`src/rtl/priority_arbiter_rr_if.sv`:
```
// Request/grant bundle shared by the arbiter and its requester side.
// The master side drives requests and acknowledges; the slave side (the
// arbiter) returns the registered grant.
interface priority_arbiter_rr_if #(
   parameter int N = 8,
   parameter int W = $clog2(N)
);
   logic [N-1:0] req;
   logic         mode;
   logic         ack;
   logic         valid;
   logic [W-1:0] grant_idx;
   logic [N-1:0] grant_onehot;

   modport master (
      output req,
      output mode,
      output ack,
      input  valid,
      input  grant_idx,
      input  grant_onehot
   );

   modport slave (
      input  req,
      input  mode,
      input  ack,
      output valid,
      output grant_idx,
      output grant_onehot
   );
endinterface

```
`src/rtl/priority_arbiter_rr.sv`:
```
// N-way arbiter with selectable fixed-priority (highest index wins) or
// round-robin policy. A grant is held until acknowledged; an acknowledge
// with pending requests re-arbitrates in the same edge so grants can
// stream back-to-back. The round-robin pointer always advances past an
// acknowledged grant, so the search on that same edge already starts
// from the requester following the one just served.
module priority_arbiter_rr #(
   parameter int N = 8,
   parameter int W = $clog2(N)
) (
   input  logic                 clk,
   input  logic                 rst_n,
   priority_arbiter_rr_if.slave bus
);

   typedef enum logic {
      IDLE  = 1'b0,
      GRANT = 1'b1
   } state_e;

   state_e       state_q;
   logic [W-1:0] grant_idx_q;
   logic [N-1:0] grant_onehot_q;
   logic [W-1:0] ptr_q;
   logic [W-1:0] ptr_d;

   logic         arb_en;
   logic         any_req;
   logic [W-1:0] win_idx;

   // Arbitration happens from IDLE, or from GRANT when the holder acknowledges.
   assign arb_en  = (state_q == IDLE) || bus.ack;
   assign any_req = |bus.req;

   // Pointer moves to the slot after an acknowledged grant; otherwise it holds.
   always_comb begin
      ptr_d = ptr_q;
      if ((state_q == GRANT) && bus.ack) begin
         if (grant_idx_q == W'(N - 1)) begin
            ptr_d = '0;
         end else begin
            ptr_d = grant_idx_q + 1'b1;
         end
      end
   end

   // Winner selection: highest set index (fixed) or first set bit at/after ptr (round-robin).
   always_comb begin
      int j;
      j       = 0;
      win_idx = '0;
      if (!bus.mode) begin
         for (int i = 0; i < N; i++) begin
            if (bus.req[i]) begin
               win_idx = W'(i);
            end
         end
      end else begin
         // Descending scan so the smallest offset from ptr is written last and wins.
         for (int k = N - 1; k >= 0; k--) begin
            j = (int'(ptr_d) + k) % N;
            if (bus.req[j]) begin
               win_idx = W'(j);
            end
         end
      end
   end

   // Grant FSM with registered outputs and round-robin pointer.
   always_ff @(posedge clk or negedge rst_n) begin
      if (!rst_n) begin
         state_q        <= IDLE;
         grant_idx_q    <= '0;
         grant_onehot_q <= '0;
         ptr_q          <= '0;
      end else begin
         ptr_q <= ptr_d;
         if (arb_en) begin
            if (any_req) begin
               state_q        <= GRANT;
               grant_idx_q    <= win_idx;
               grant_onehot_q <= {{(N - 1){1'b0}}, 1'b1} << win_idx;
            end else begin
               state_q        <= IDLE;
               grant_idx_q    <= '0;
               grant_onehot_q <= '0;
            end
         end
      end
   end

   assign bus.valid        = (state_q == GRANT);
   assign bus.grant_idx    = grant_idx_q;
   assign bus.grant_onehot = grant_onehot_q;

endmodule

```
`src/flat_wrapper.sv`:
```
// flat-port wrapper written by rule: the top's interface ports become plain ports
module priority_arbiter_rr_flat 
#(
   parameter int N = 8,
   parameter int W = $clog2(N)
)
  (clk, rst_n, bus_req, bus_mode, bus_ack, bus_valid, bus_grant_idx, bus_grant_onehot);
  priority_arbiter_rr_if #(.N(N), .W(W)) bus_i ();
  input  logic clk;
  input  logic rst_n;
  input wire logic [$bits(bus_i.req)-1:0] bus_req;
  input wire logic [$bits(bus_i.mode)-1:0] bus_mode;
  input wire logic [$bits(bus_i.ack)-1:0] bus_ack;
  output wire logic [$bits(bus_i.valid)-1:0] bus_valid;
  output wire logic [$bits(bus_i.grant_idx)-1:0] bus_grant_idx;
  output wire logic [$bits(bus_i.grant_onehot)-1:0] bus_grant_onehot;
  assign bus_i.req = bus_req;
  assign bus_i.mode = bus_mode;
  assign bus_i.ack = bus_ack;
  assign bus_valid = bus_i.valid;
  assign bus_grant_idx = bus_i.grant_idx;
  assign bus_grant_onehot = bus_i.grant_onehot;
  priority_arbiter_rr #(.N(N), .W(W)) u_core (.clk(clk), .rst_n(rst_n), .bus(bus_i));
endmodule
```
`config.mk`:
```
export PLATFORM = sky130hd
export DESIGN_NAME = priority_arbiter_rr_flat
export DESIGN_NICKNAME = d
export VERILOG_FILES = /design/src/rtl/priority_arbiter_rr_if.sv /design/src/rtl/priority_arbiter_rr.sv /design/src/flat_wrapper.sv
export SDC_FILE = /design/constraint.sdc
export NUM_CORES = 1
export LEC_CHECK = 0
export CAP_MARGIN = 10
export CORE_MARGIN = 1
export CORE_UTILIZATION = 50
export CTS_CLUSTER_SIZE = 8
export DETAILED_ROUTE_END_ITERATION = 12
export HOLD_SLACK_MARGIN = 0.05
export PLACE_DENSITY = 0.76
export SYNTH_ARGS = -nofsm -noshare
export SYNTH_HDL_FRONTEND = slang
export SYNTH_SLANG_ARGS = --single-unit
```
`constraint.sdc`:
```
create_clock -name clk -period 3.8 [get_ports clk]
set_clock_uncertainty 0.1 [all_clocks]
set_input_delay 0.76 -clock clk [delete_from_list [all_inputs] [get_ports clk]]
set_output_delay 0.76 -clock clk [all_outputs]
set_load 0.005 [all_outputs]
```
==> metrics.md, run 1 <==
| Metric | Value |
|---|---|
| Input/output buffers | 23 |
| Synth-to-layout area growth | 28.7% |
| Clock power frac | 0.049 |
| Final hold violation count | 0 |
| Clk buf depth | 2 |
| FF-to-FF path depth | 13 |
| Setup violators final | 0 |
| DR DRC count | 0 |
| Routed WL | 6.27 mm |
| Synth warn | 0 |
| Top FF cell, synth | dfrtp_1 |
| Arrival @ worst endpoint | 3.69 ns |
| Synth Cell Area | 0.00197 mm^2 |
| Psw | 1260 uW |
| DRT antenna net count | 0 |
| Slew headroom | 0.570 |
| Post-synth cell types | 68 |
| Area leader, netlist | dfrtp_1 |
| Post-DR wirelength/cell | 18.8 um |
| DP Area | 0.00245 mm^2 |
| Final net count | 302 |
| Critical Path RT | 3.85 ns |
| Total grt overflow | 0 |
| First-pass GRT wire length | 10.1 mm |
| Status | completed |
| CTS root buf | clkbuf_8 |
| Hold path endpoint | u_core.bus.grant_onehot[0] |
| Synth top area share | 0.191 |
| Leading cell type in the layout, fill and taps excluded | buf_4 |
| Latest clock arrival within the worst-skew pair | 0.24 ns |
| Internal | 1320 uW |
| CTS tree | built |
| Cell Rows | 22 |
| RePlAce Congestion | 0.964 |
| Tightest hold margin | 0.383 ns |
| H-tree Lvls | 1 |
| Avg Cell Area, Syn | 8.41 um^2 |
| Clock sink count | 15 |
| Worst-Margin Slew | 0.643 ns |
| CTS buffer count | 3 |
| Worst Hold Launch | u_core.bus.grant_onehot[0] |
| Fraction of registers with async set/reset | 1.00 |
| Die Wd | 64.7 um |
| Crit Path Max Fanout | 6 |
| Initial antenna violation count | 0 |
| DR vias | 2,206 |
| Clk slew on worst S/H paths | 0.06 ns |
| Die H | 64.7 um |
| Final core utilization | 0.681 |
| Most frequent cells in the layout | 41 x buf_4, 22 x clkdlybuf4s50_1, 21 x nand2_1 |
| Post-synth EDFFs | 0 |
| Die area | 0.00419 mm^2 |
| I/O pin count | 24 |
| Post-detailed-placement half-perimeter wirelength | 4.64 mm |
| Post-synthesis register bit count | 15 |
| Antenna Diode Count | 0 |
| Synth top area cells | dfrtp_1 19%, mux4_2 6.9%, nand3_1 4.6%, nand2_1 4.0%, o21ai_0 3.8% |
| Final Slew Violations | 0 |
| Syn Nets | 249 |
| VDD IR-drop max | 0.523 mV |
| Post-Synthesis Cells | 234 |
| Core area | 0.00372 mm^2 |
| Register share of total power | 0.104 |
| Finished Cell Area | 0.00253 mm^2 |
| Fin crit share | 0.958 |
| Leakage | 0.00102 uW |
| Hold Crit Depth | 2 |
| Largest net degree at the start of global routing | 19 |
| Kind of critical path | input port to register |
| Initial Util | 0.530 |
| Global Route Usage Sum | 0.312 |
| Detailed Route Iter0 Violations | 343 |
| PwrDens | 1020 mW/mm^2 |
| Sequential area share after synthesis | 0.191 |
| Setup TNS Final | 0 ns |
| Worst Setup End Kind | register |
| RR Endpoint | u_core.bus.grant_onehot[6] |
| Share of cells above drive strength 1 | 0.273 |
| Vias in the first global route | 2,015 |
| Fmax | 275 MHz |
| Startpoint types | input port |
| Sw Share | 0.489 |
| Via density | 6.60 |
| Logic pwr share | 0.847 |
| Min Tclk post-route | 3.64 ns |
| Max Cap Violations | 0 |
| Power Total | 2580 uW |
| Reg2reg start | u_core.bus.grant_idx[0] |
| R2R Setup Slk | 0.17 ns |
| DR pass1 iterations | 5 |
| Worst Hold Class | register to register |
## critical path: stages
cell	delay, ns
dlygate4sd2_1	0.29
and4bb_2	0.28
nor2_4	0.14
inv_6	0.04
ha_1	0.29
inv_1	0.10
mux4_2	0.58
a221oi_2	0.33
o211ai_1	0.11
o2111a_1	0.26
o21a_2	0.25
o31ai_2	0.26
## kinds of logic (layout without fill, tap and decap cells)
| kind of cell | after synthesis | count (layout) | share of synthesized area |
|---|---|---|---|
| xor gates and xnor gates | 4 | 4 | 0.0178 |
| adders and majority gates | 3 | 3 | 0.0191 |
| AOI/OAI and AO/OA | 93 | 93 | 0.347 |
| muxes | 15 | 15 | 0.118 |
| buffers and inverters | 27 | 79 | 0.0896 |
| and+or+nand+nor | 77 | 77 | 0.218 |
| DFF | 15 | 15 | 0.191 |
## worst max path at each step
stage | startpoint | to | slack [ns] | depth (start not counted)
5_1_grt | u_core.bus.grant_idx[0] | u_core.bus.grant_onehot[6] | -0.01 | 13
3_3_place_gp | bus_ack | u_core.bus.grant_onehot[5] | -0.22 | 13
3_5_place_dp | bus_ack | u_core.bus.grant_onehot[7] | -0.32 | 12
4_1_cts | u_core.bus.grant_idx[0] | u_core.bus.grant_onehot[7] | 0.13 | 13
2_1_floorplan | bus_ack | u_core.bus.grant_onehot[6] | 0.02 | 13
6_report | bus_ack | u_core.bus.grant_onehot[6] | 0.16 | 12
## power groups by stage
stage / clock network (uW) / registers [uW] / logic [uW]
floorplan: 0 / 258 / 1410
global placement: 0 / 266 / 2040
detailed placement: 0 / 266 / 2060
CTS: 128 / 265 / 2080
global route: 135 / 277 / 2340
finish: 127 / 268 / 2180
## what timing repair did
action | CTS | global route
hold endpoints to repair | 0 | 0
pin swaps | 1 | 4
buffers inserted | 0 | 1
endpoints found under the setup margin | 9 | 10
hold buffers | 0 | 0
resized for setup | 1 | 8
## synthesized netlist by cell type (6+ instances only)
library cell	n
a31oi_1	6
nor3_1	9
o21ai_0	15
a211oi_1	6
nor2_1	9
nand2_1	21
o31ai_1	9
dfrtp_1	15
a21oi_1	13
nand3_1	18
inv_1	8
mux4_2	6
## flip-flops by register name, indices dropped and copies added, names as in the netlist
| signal | cells |
|---|---|
| u_core.bus.grant_idx | 3 |
| u_core.bus.grant_onehot | 8 |
| u_core.ptr_q | 3 |
| u_core.bus.valid | 1 |
## layout make-up
cell class,instances,area [um^2]
fillers,300,1180
well taps,48,60.1
repair buffers,64,537
flip-flops and latches,15,377
inverters,11,56.3
clock buffers,4,45.0
multi-input cells,192,1460
## layer usage
metal | part of all wire | GRT usage | wire (um)
met2 | 0.47 | 0.488 | 2950
met5 | 0 | 0 | 0
met3 | 0.099 | 0.0458 | 623
met4 | 0.013 | 0.0806 | 82
met1 | 0.42 | 0.447 | 2620
## metrics by stage
stage / cells / worst slack, ns
CTS: 333 / 0.126
detailed placement: 329 / -0.324
floorplan: 234 / 0.0163
global route: 334 / -0.0129
finish: 334 / 0.161
global placement: 329 / -0.225
No activity file was read; power rests on OpenSTA's default activity.
==> inputs of run 2 (changes only) <==
--- a/config.mk
+++ b/config.mk
@@ -10,8 +10,11 @@
 export CORE_UTILIZATION = 50
 export CTS_CLUSTER_SIZE = 8
 export DETAILED_ROUTE_END_ITERATION = 12
+export DONT_BUFFER_PORTS = 1
 export HOLD_SLACK_MARGIN = 0.05
-export PLACE_DENSITY = 0.76
+export PLACE_DENSITY = 0.68
+export SKIP_LAST_GASP = 1
+export SLEW_MARGIN = 40
 export SYNTH_ARGS = -nofsm -noshare
 export SYNTH_HDL_FRONTEND = slang
 export SYNTH_SLANG_ARGS = --single-unit
==> metrics.md, run 2 (synthesis results as in run 1) <==
| Metric | Value |
|---|---|
| Status | completed (unchanged) |
| Largest net degree at the start of global routing | 19 (unchanged) |
| Final hold violation count | 0 (unchanged) |
| Fmax | 275 MHz (about the same) |
| Die Wd | 64.7 um (unchanged) |
| Worst Setup End Kind | register (unchanged) |
| Detailed Route Iter0 Violations | 406 (was 343) |
| Share of cells above drive strength 1 | 0.217 (was 0.273) |
| RePlAce Congestion | 0.903 (was 0.964) |
| DR pass1 iterations | 5 (unchanged) |
| Cell Chain, Critical Path | ha_1, ha_1, and3_1, nor2_8, inv_4, mux2_2, mux4_2, a211oi_1, o2111ai_1, a41o_1, o31ai_1 (was dlygate4sd2_1, and4bb_2, nor2_4, inv_6, ha_1, inv_1, mux4_2, a221oi_2, o211ai_1, o2111a_1, o21a_2, o31ai_2) |
| Synth-to-layout area growth | 6.99% (was 28.7%) |
| Most used cell, CP | ha_1 |
| FF-to-FF path depth | 11 (was 13) |
| Leakage | 0.000798 uW (was 0.00102 uW) |
| DR DRC count | 0 (unchanged) |
| Worst Hold Class | input port to asynchronous set/reset pin (was register to register) |
| Clk buf depth | 2 (unchanged) |
| Final WS setup | 0.164 ns (was 0.161 ns) |
| Antenna Diode Count | 0 (unchanged) |
| Cell Rows | 22 (unchanged) |
| Max Cap Violations | 0 (unchanged) |
| Core area | 0.00372 mm^2 (unchanged) |
| Clk slew on worst S/H paths | 0.07 ns (was 0.06 ns) |
| Final Slew Violations | 0 (unchanged) |
| DR vias | 2,003 (was 2,206) |
| Initial Util | 0.530 (unchanged) |
| Largest register FFs | 8 (unchanged) |
| Startpoint types | register (was input port) |
| Finished Cell Area | 0.00211 mm^2 (was 0.00253 mm^2) |
| Latest clock arrival within the worst-skew pair | 0.25 ns (was 0.24 ns) |
| Post-detailed-placement half-perimeter wirelength | 4.17 mm (was 4.64 mm) |
| Setup WS pre-CTS | 0.0759 ns (was -0.324 ns) |
| First-pass GRT wire length | 9.40 mm (was 10.1 mm) |
| Clock sink count | 15 (unchanged) |
| Input/output buffers | 0 (was 23) |
| I/O pin count | 24 (unchanged) |
| Routed WL | 5.66 mm (was 6.27 mm) |
| Initial antenna violation count | 0 (unchanged) |
| Crit-path max cell delay | 0.50 ns (was 0.58 ns) |
| Critical Path RT | 3.86 ns (was 3.85 ns) |
| Total grt overflow | 0 (unchanged) |
| Worst-Margin Slew | 0.460 ns (was 0.643 ns) |
| CTS tree | built (unchanged) |
| Worst path slowest cell | mux4_2 (unchanged) |
| DRT antenna net count | 0 (unchanged) |
| Min Tclk post-route | 3.64 ns (about the same) |
| Post-DR wirelength/cell | 20.0 um (was 18.8 um) |
| Vias in the first global route | 1,864 (was 2,015) |
| Tightest hold margin | 0.0962 ns (was 0.383 ns) |
| Kind of critical path | register to register (was input port to register) |
| H-tree Lvls | 1 (unchanged) |
| VDD IR-drop max | 0.492 mV (was 0.523 mV) |
| Final core utilization | 0.567 (was 0.681) |
| Hold buffer count at CTS | 0 (unchanged) |
| Setup violators final | 0 (unchanged) |
| CTS root buf | clkbuf_8 (unchanged) |
| Slew headroom | 0.692 (was 0.570) |
| RR Endpoint | u_core.bus.grant_onehot[0] (was u_core.bus.grant_onehot[6]) |
| Die area | 0.00419 mm^2 (unchanged) |
| Via density | 7.08 (was 6.60) |
| Final net count | 251 (was 302) |
| CTS buffer count | 3 (unchanged) |
| R2R Setup Slk | 0.16 ns (was 0.17 ns) |
| Crit Path Max Fanout | 7 (was 6) |
| Global Route Usage Sum | 0.291 (was 0.312) |
| CP bufs+invs | 1 (was 3) |
| DP Area | 0.00200 mm^2 (was 0.00245 mm^2) |
| Die H | 64.7 um (unchanged) |
| Reg2reg start | u_core.bus.grant_idx[1] (was u_core.bus.grant_idx[0]) |
| Most frequent cells in the layout | 21 x nand2_1, 18 x nand3_1, 15 x o21ai_0, 15 x dfrtp_1 (was 41 x buf_4, 22 x clkdlybuf4s50_1, 21 x nand2_1) |
| Delay-heaviest family, CP | compound AO/OA/AOI/OAI gates (unchanged) |
| Leading cell type in the layout, fill and taps excluded | nand2_1 (was buf_4) |
| Setup TNS Final | 0 ns (unchanged) |
| RSZ-0062 raised after global routing | yes |
| PwrDens | 1080 mW/mm^2 (was 1020 mW/mm^2) |
| Arrival @ worst endpoint | 3.70 ns (was 3.69 ns) |
| Fin crit share | 0.957 (was 0.958) |
==> run 2: worst max path at each step <==
| stage | startpoint | end | slack (ns) | cells after the start |
|---|---|---|---|---|
| 3_5_place_dp | u_core.bus.grant_idx[1] | u_core.bus.grant_onehot[5] | 0.08 | 13 |
| 6_report | u_core.bus.grant_idx[1] | u_core.bus.grant_onehot[0] | 0.16 | 11 |
| 2_1_floorplan | bus_ack | u_core.bus.grant_onehot[6] | 0.02 | 13 |
| 3_3_place_gp | u_core.bus.grant_idx[1] | u_core.bus.grant_onehot[7] | 0.17 | 13 |
| 4_1_cts | u_core.bus.grant_idx[1] | u_core.bus.grant_onehot[5] | 0.07 | 13 |
| 5_1_grt | u_core.bus.grant_idx[1] | u_core.bus.grant_onehot[4] | -0.02 | 13 |
==> run 2: timing repair <==
item | 4_1_cts | 5_1_grt
hold endpoints to repair | 0 | 0
setup endpoints to repair | 0 | 10
resized for setup | 0 | 9
setup buffers | 0 | 2
==> run 2: area by class of cell <==
cell class              count  area (um^2)
clock inverters             1         7.51
fillers                   342         1610
well taps                  48         60.1
repair buffers             13         97.6
clock buffers               3         41.3
multi-input cells         192         1470
inverters                  11         56.3
flip-flops and latches     15          375
==> run 2: stage by stage <==
step | cells | total power, uW
final | 283 | 2260
after global routing | 283 | 2440
after CTS | 281 | 2130
after detailed placement | 277 | 1980
after global placement | 277 | 1990
after floorplan | 234 | 1670
==> run 2: where the power goes <==
group	internal (uW)	leakage [uW]	switching [uW]
sequential	221	0.000188	44.6
clock	73.7	0.0000217	60.6
combinational	787	0.000588	1080
==> run 2: metal layers <==
metal | part of all wire | global-route usage | wire length [um] | vias to the layer above
met5 | 0 | 0 | 0 | -
met4 | 0.019 | 0.0778 | 106 | 0
met3 | 0.11 | 0.0651 | 608 | 22
met2 | 0.46 | 0.452 | 2600 | 144
met1 | 0.41 | 0.402 | 2350 | 911
li1 | - | - | - | 926
